### src/rtl/fadd_rr_sched.sv
// rtl/fadd_rr_sched.sv - round-robin scheduler sharing one flotAdd among NREQ requesters
//
// Arbitrates NREQ processing-element requests onto a single external 8-bit float adder.
// It registers the winning operands onto add_a/add_b and carries a {valid,id} tag alongside
// the adder latency. Each sum is returned tagged with the requester that issued it.
//
// Optional feature: define FADD_RR_SCHED_CNT_EN to enable the saturating granted-op counter.
// When it is not defined, op_cnt is tied to zero.
//
// Ports:
//   clk        clock, all logic on posedge
//   rst        asynchronous reset, active-high
//   en         1 = accept new requests, 0 = drain in-flight ops then idle
//   req        per-requester request, held with operands until granted
//   req_a      operand A, requester i on bits [8i+7:8i]
//   req_b      operand B, same packing as req_a
//   gnt        one-hot combinational grant, accepted at the current edge
//   add_a      registered operand A to the adder
//   add_b      registered operand B to the adder
//   add_out    adder result
//   rsp_valid  one-cycle pulse, result valid
//   rsp_id     requester ID of the result
//   rsp_data   sum
//   busy       1 while the scheduler is not idle
//   sign_err   sticky, set when a granted operand has bit 7 set
//   op_cnt     granted-op count (zero unless FADD_RR_SCHED_CNT_EN)

module fadd_rr_sched #(
  parameter int NREQ    = 4,
  parameter int IDW     = 2,
  parameter int ADD_LAT = 1
) (
  input  logic              clk,
  input  logic              rst,
  input  logic              en,
  input  logic [NREQ-1:0]   req,
  input  logic [8*NREQ-1:0] req_a,
  input  logic [8*NREQ-1:0] req_b,
  output logic [NREQ-1:0]   gnt,
  output logic [7:0]        add_a,
  output logic [7:0]        add_b,
  input  logic [7:0]        add_out,
  output logic              rsp_valid,
  output logic [IDW-1:0]    rsp_id,
  output logic [7:0]        rsp_data,
  output logic              busy,
  output logic              sign_err,
  output logic [15:0]       op_cnt
);

  // One stage covers the operand register; ADD_LAT more stages cover the adder itself.
  localparam int DEPTH = ADD_LAT + 1;

  typedef enum logic [1:0] {
    IDLE  = 2'd0,
    RUN   = 2'd1,
    DRAIN = 2'd2
  } state_t;

  state_t         state;
  logic [IDW-1:0] rr_ptr;
  logic [DEPTH-1:0] tag_v;
  logic [IDW-1:0] tag_id [DEPTH];

  logic           found;
  logic           grant;
  logic [IDW-1:0] win;
  logic [IDW-1:0] cand;
  logic [7:0]     win_a;
  logic [7:0]     win_b;
  int             tmp;

  // Search starts one past the last winner so the last winner has the lowest priority.
  always_comb begin
    found = 1'b0;
    win   = '0;
    cand  = '0;
    tmp   = 0;
    for (int k = 1; k <= NREQ; k++) begin
      tmp  = (int'(rr_ptr) + k) % NREQ;
      cand = IDW'(tmp);
      if (!found && req[cand]) begin
        found = 1'b1;
        win   = cand;
      end
    end
    grant = !rst && (state == RUN) && en && found;
    gnt   = '0;
    if (grant) begin
      gnt[win] = 1'b1;
    end
    win_a = req_a[{win, 3'b000} +: 8];
    win_b = req_b[{win, 3'b000} +: 8];
  end

  always_ff @(posedge clk or posedge rst) begin
    if (rst) begin
      state     <= IDLE;
      busy      <= 1'b0;
      rr_ptr    <= IDW'(NREQ - 1);
      add_a     <= 8'h00;
      add_b     <= 8'h00;
      rsp_valid <= 1'b0;
      rsp_id    <= '0;
      rsp_data  <= 8'h00;
      sign_err  <= 1'b0;
      tag_v     <= '0;
      for (int j = 0; j < DEPTH; j++) begin
        tag_id[j] <= '0;
      end
    end else begin
      case (state)
        IDLE: begin
          if (en) begin
            state <= RUN;
            busy  <= 1'b1;
          end
        end
        RUN: begin
          if (!en) begin
            state <= DRAIN;
          end
        end
        DRAIN: begin
          // Re-enable wins over completion so a quick en toggle never idles with work queued.
          if (en) begin
            state <= RUN;
          end else if (tag_v == '0) begin
            state <= IDLE;
            busy  <= 1'b0;
          end
        end
        default: begin
          state <= IDLE;
          busy  <= 1'b0;
        end
      endcase

      if (grant) begin
        rr_ptr <= win;
        add_a  <= win_a;
        add_b  <= win_b;
        if (win_a[7] || win_b[7]) begin
          sign_err <= 1'b1;
        end
      end

      // A bubble tag is pushed on cycles without a grant so positions stay in lockstep
      // with the adder pipeline.
      tag_v     <= {tag_v[DEPTH-2:0], grant};
      tag_id[0] <= grant ? win : '0;
      for (int j = 1; j < DEPTH; j++) begin
        tag_id[j] <= tag_id[j-1];
      end

      rsp_valid <= tag_v[DEPTH-1];
      rsp_id    <= tag_id[DEPTH-1];
      if (tag_v[DEPTH-1]) begin
        rsp_data <= add_out;
      end
    end
  end

`ifdef FADD_RR_SCHED_CNT_EN
  always_ff @(posedge clk or posedge rst) begin
    if (rst) begin
      op_cnt <= 16'h0000;
    end else if (grant && (op_cnt != 16'hFFFF)) begin
      op_cnt <= op_cnt + 16'h0001;
    end
  end
`else
  assign op_cnt = 16'h0000;
`endif

endmodule

### config.mk
export PLATFORM = sky130hd
export DESIGN_NAME = fadd_rr_sched
export DESIGN_NICKNAME = d
export VERILOG_FILES = /design/src/rtl/fadd_rr_sched.sv
export SDC_FILE = /design/constraint.sdc
export NUM_CORES = 1
export LEC_CHECK = 0
export CORE_ASPECT_RATIO = 1.5
export CORE_MARGIN = 5
export CORE_UTILIZATION = 38
export CTS_BUF_LIST = sky130_fd_sc_hd__clkbuf_2
export CTS_CLUSTER_SIZE = 24
export DETAILED_ROUTE_END_ITERATION = 10
export PLACE_DENSITY_LB_ADDON = 0.05
export SLEW_MARGIN = 20
export SYNTH_ARGS = -nofsm -noshare
export SYNTH_HDL_FRONTEND = slang
export SYNTH_SLANG_ARGS = --single-unit
### constraint.sdc
create_clock -name clk -period 3.8 [get_ports clk]
set_input_delay 0.76 -clock clk [delete_from_list [all_inputs] [get_ports clk]]
set_output_delay 0.76 -clock clk [all_outputs]
set_load 0.03 [all_outputs]
==> Flow_metrics.wiki, run 1 <==
{| class="wikitable"
! Metric !! Value
|-
| Cts hold-fix bufs || 0
|-
| CTS tree || yes
|-
| Per-cell via count in the routed design || 4.978
|-
| Yosys reg bits || 39
|-
| Worst setup path category || in2out
|-
| Vias after detailed routing || 1822
|-
| Mean cell area of the mapped netlist || 11.35 sq um
|-
| Core outline area || 0.005205 sq mm
|-
| Syn-to-layout area delta || 60.47%
|-
| Fin crit period || 3277 ps
|-
| Sort of element at the start of the critical path || primary input
|-
| Clock insertion delay at the later pin of the skew report || 390 ps
|-
| Top FF cell, synth || dfrtp_1
|-
| Number of clock buffers inserted by TritonCTS || 5
|-
| Net switching fraction of the power || 36.93%
|-
| Number of maximum-capacitance violations || 0
|-
| Count leader, synth || dfrtp_1
|-
| Critical Path RT || 3040 ps
|-
| Peak VDD IR || 0.0002887 V
|-
| Clock transition at path regs || 170 ps
|-
| GRT overflow || 0
|-
| Internal power || 1.118 mW
|-
| Count of clock tree sinks || 39
|-
| Async set or reset register ratio after synthesis || 100.0%
|-
| Die height || 100.1 um
|-
| Antenna fix cells || 0
|-
| Count of warnings emitted by yosys || 0
|-
| Number of inserted filler cells in the final layout || 465
|-
| Antenna Nets Post-Route || 0
|-
| Drt wl/cell || 15.89 um
|-
| Static leakage power || 1.384 nW
|-
| Maximum number of pins on one net before global-route repair || 23
|-
| Post-synth top area share || 45.07%
|-
| Clock tree root driver cell || clkbuf_2
|-
| Slew Limit Fails || 0
|-
| Slack of the worst reg-to-reg path || 1180 ps
|-
| Skew final || 14.01 ps
|-
| First-pass GRT wire length || 9.315 mm
|-
| Detailed-route wire length || 5.815 mm
|-
| Share of post-route cells with drive strength above 1 || 15.44%
|-
| Port Buffer Count || 111
|-
| Total Routing Usage GR || 16.68%
|-
| Net switching power || 654.4 uW
|-
| Number of unique standard cell types used by synthesis || 37
|-
| Htree depth || 2
|-
| Share of the cycle needed by the critical path after routing || 86.23%
|-
| Initial antenna violation count || 0
|-
| Data arrival, critical path || 2520 ps
|-
| Worst Hold Margin || 369.9 ps
|-
| Via count of the first global-routing pass || 1951
|-
| Power per cell area || 537.6 mW/mm^2
|-
| Final Net Count || 376
|-
| DR iter-0 viols || 102
|-
| Setup Viol. Count Final || 0
|-
| Row cnt || 32
|-
| Unrepaired setup endpoints after global routing || false
|-
| Largest driver fanout on the critical path || 15
|-
| Die area || 0.007007 sq mm
|-
| Sequential Power Share || 33.4%
|-
| Slew at the pin with the worst max-slew slack || 798.9 ps
|-
| Sequential fraction of the synthesis area || 47.62%
|-
| Post-synthesis instance area || 0.002054 sq mm
|-
| Combinational power share || 48.9%
|-
| Count of flip-flops with a built-in enable after synthesis || 0
|-
| Resize count post-CTS || 0
|-
| Width of the die || 70.04 um
|-
| Count of pins on the block boundary || 128
|-
| Most frequent cells after synthesis || dfrtp_1 (37), nor2_1 (21), a21oi_1 (19), mux2_2 (17), buf_4 (16)
|-
| Result of the run || finished clean
|-
| CP Capture Type || output pin
|-
| Final count of hold timing violations || 0
|-
| Number of iterations in the first detailed-routing pass || 5
|-
| Cells after Synth || 181
|-
| Biggest area contributors in the synthesized netlist || dfrtp_1 (45%), mux2_2 (9.3%), a222oi_1 (6.8%)
|-
| Part of the power in the clock network || 17.7%
|-
| Post-CTS setup repair buffer count || 0
|-
| DRC errors left || 0
|-
| Total Negative Setup Slacks || 0 ps
|-
| Starting utilization of the core area || 39.47%
|-
| Final weighted congestion in routability-driven placement || 0.7880
|-
| Class of the worst hold path || reg2reg
|-
| Final HPWL from detailed placement || 4.808 mm
|-
| Deepest clock path buffer count || 2
|-
| Max Freq || 305.2 MHz
|-
| Post-synthesis cell type with the largest combined area || dfrtp_1
|-
| Relative max-transition margin || 46.68%
|}
==> critical path, cell delays in order <==
cell             delay, ps
clkdlybuf4s50_1        560
or2b_4                 320
a221oi_2               230
buf_4                  250
nand2_1                 90
nor2_1                 120
buf_4                  180
==> path summary, 6_finish.rpt <==
kind,startpoint,to,cells past startpoint
worst max register to register,rr_ptr[0],add_b[7],6
max in group asynchronous,rst,rr_ptr[0],3
worst max-delay path,req[3],gnt[3],7
min in group asynchronous,rst,add_b[5],2
worst min-delay path,tag_id[3],tag_id[1],0
worst min register to register,tag_id[3],tag_id[1],0
==> cells in the final DEF, fill, tap and decap left out <==
cell / instances
clkdlybuf4s50_1: 107
a221o_1: 1
mux2_1: 7
o211ai_1: 1
nor4b_4: 1
a22o_1: 2
a21oi_1: 19
a21o_1: 2
or2b_4: 1
nand2b_1: 4
and3_1: 1
dfstp_2: 2
bufinv_16: 2
or2_1: 1
buf_4: 13
a221oi_4: 1
inv_1: 5
nor3b_1: 1
o21ai_1: 1
nor4_1: 1
o21ai_0: 1
mux4_1: 2
clkbuf_2: 6
o21a_1: 2
conb_1: 16
and2_1: 2
mux2_2: 17
a221oi_1: 1
nor2_1: 21
nor2_2: 1
a221oi_2: 1
nand2_1: 1
o21ai_2: 1
a222oi_1: 14
o311ai_0: 1
dfrtp_1: 37
a21boi_0: 1
==> logic make-up (layout without fill, tap and decap cells) <==
logic type      count (synthesis)  count (layout)  share of synthesized area (%)
compound gates                 49              49                          18.76
simple gates                   35              35                          8.709
buf+inv                        31             133                          9.014
other cells                     1              16                         0.1825
mux                            26              26                          15.71
flops                          39              39                          47.62
==> area by class of cell <==
class	instances	area, sq um	share of cell area (%)
inverter	5	18.77	0.5693
clock inverter	2	60.06	1.822
timing repair buffer	120	1169	35.45
tap	68	85.08	2.581
clock buffer	6	30.03	0.9108
sequential	39	978.4	29.68
multi-input combinational	126	955.9	28.99
==> power by group through the flow <==
stage / clock [mW] / sequential (mW) / combinational [mW]
floorplan: 0 / 0.763 / 0.363
global placement: 0 / 0.597 / 0.867
detailed placement: 0 / 0.600 / 0.876
CTS: 0.321 / 0.594 / 0.879
global route: 0.338 / 0.610 / 0.925
finish: 0.313 / 0.592 / 0.867
==> routing by layer <==
layer / part of all wire [%] / track usage [%]
met5: 0 / 0
met4: 2.2 / 5.900
met3: 8.0 / 5.411
met2: 56 / 31.83
met1: 33 / 16.68
==> sequential cells by signal, summed over array words and instances, names as in the netlist <==
register	cells
tag_v	2
state	2
rsp_data	8
add_b	8
add_a	8
tag_id	4
rr_ptr	2
rsp_valid	1
sign_err	1
rsp_id	2
busy	1
==> metrics by stage <==
stage / setup WS, ps / cell area [sq um] / power, mW / utilization, % / cells
global route: 381.5 / 3297 / 1.874 / 63.34 / 366
CTS: 505.3 / 3297 / 1.793 / 63.34 / 366
detailed placement: 382.7 / 3207 / 1.476 / 61.61 / 358
global placement: 433.3 / 3207 / 1.465 / 61.61 / 358
floorplan: 737.0 / 2111 / 1.126 / - / 196
finish: 523.3 / 3297 / 1.772 / 63.34 / 366
No activity file was read; power rests on OpenSTA's default activity.
==> run 2: changes to the inputs <==
--- a/config.mk
+++ b/config.mk
@@ -12,7 +12,6 @@
 export CTS_CLUSTER_SIZE = 24
 export DETAILED_ROUTE_END_ITERATION = 10
 export PLACE_DENSITY_LB_ADDON = 0.05
-export SLEW_MARGIN = 20
 export SYNTH_ARGS = -nofsm -noshare
 export SYNTH_HDL_FRONTEND = slang
 export SYNTH_SLANG_ARGS = --single-unit
==> results of run 2 <==
Final layout, timing and power as in run 1 (identical DEF).
==> run 3: changes to the inputs <==
--- a/config.mk
+++ b/config.mk
@@ -12,6 +12,7 @@
 export CTS_CLUSTER_SIZE = 24
 export DETAILED_ROUTE_END_ITERATION = 10
 export PLACE_DENSITY_LB_ADDON = 0.05
+export SKIP_LAST_GASP = 1
 export SYNTH_ARGS = -nofsm -noshare
 export SYNTH_HDL_FRONTEND = slang
 export SYNTH_SLANG_ARGS = --single-unit
==> results of run 3 <==
Final layout, timing and power as in run 1 (identical DEF).
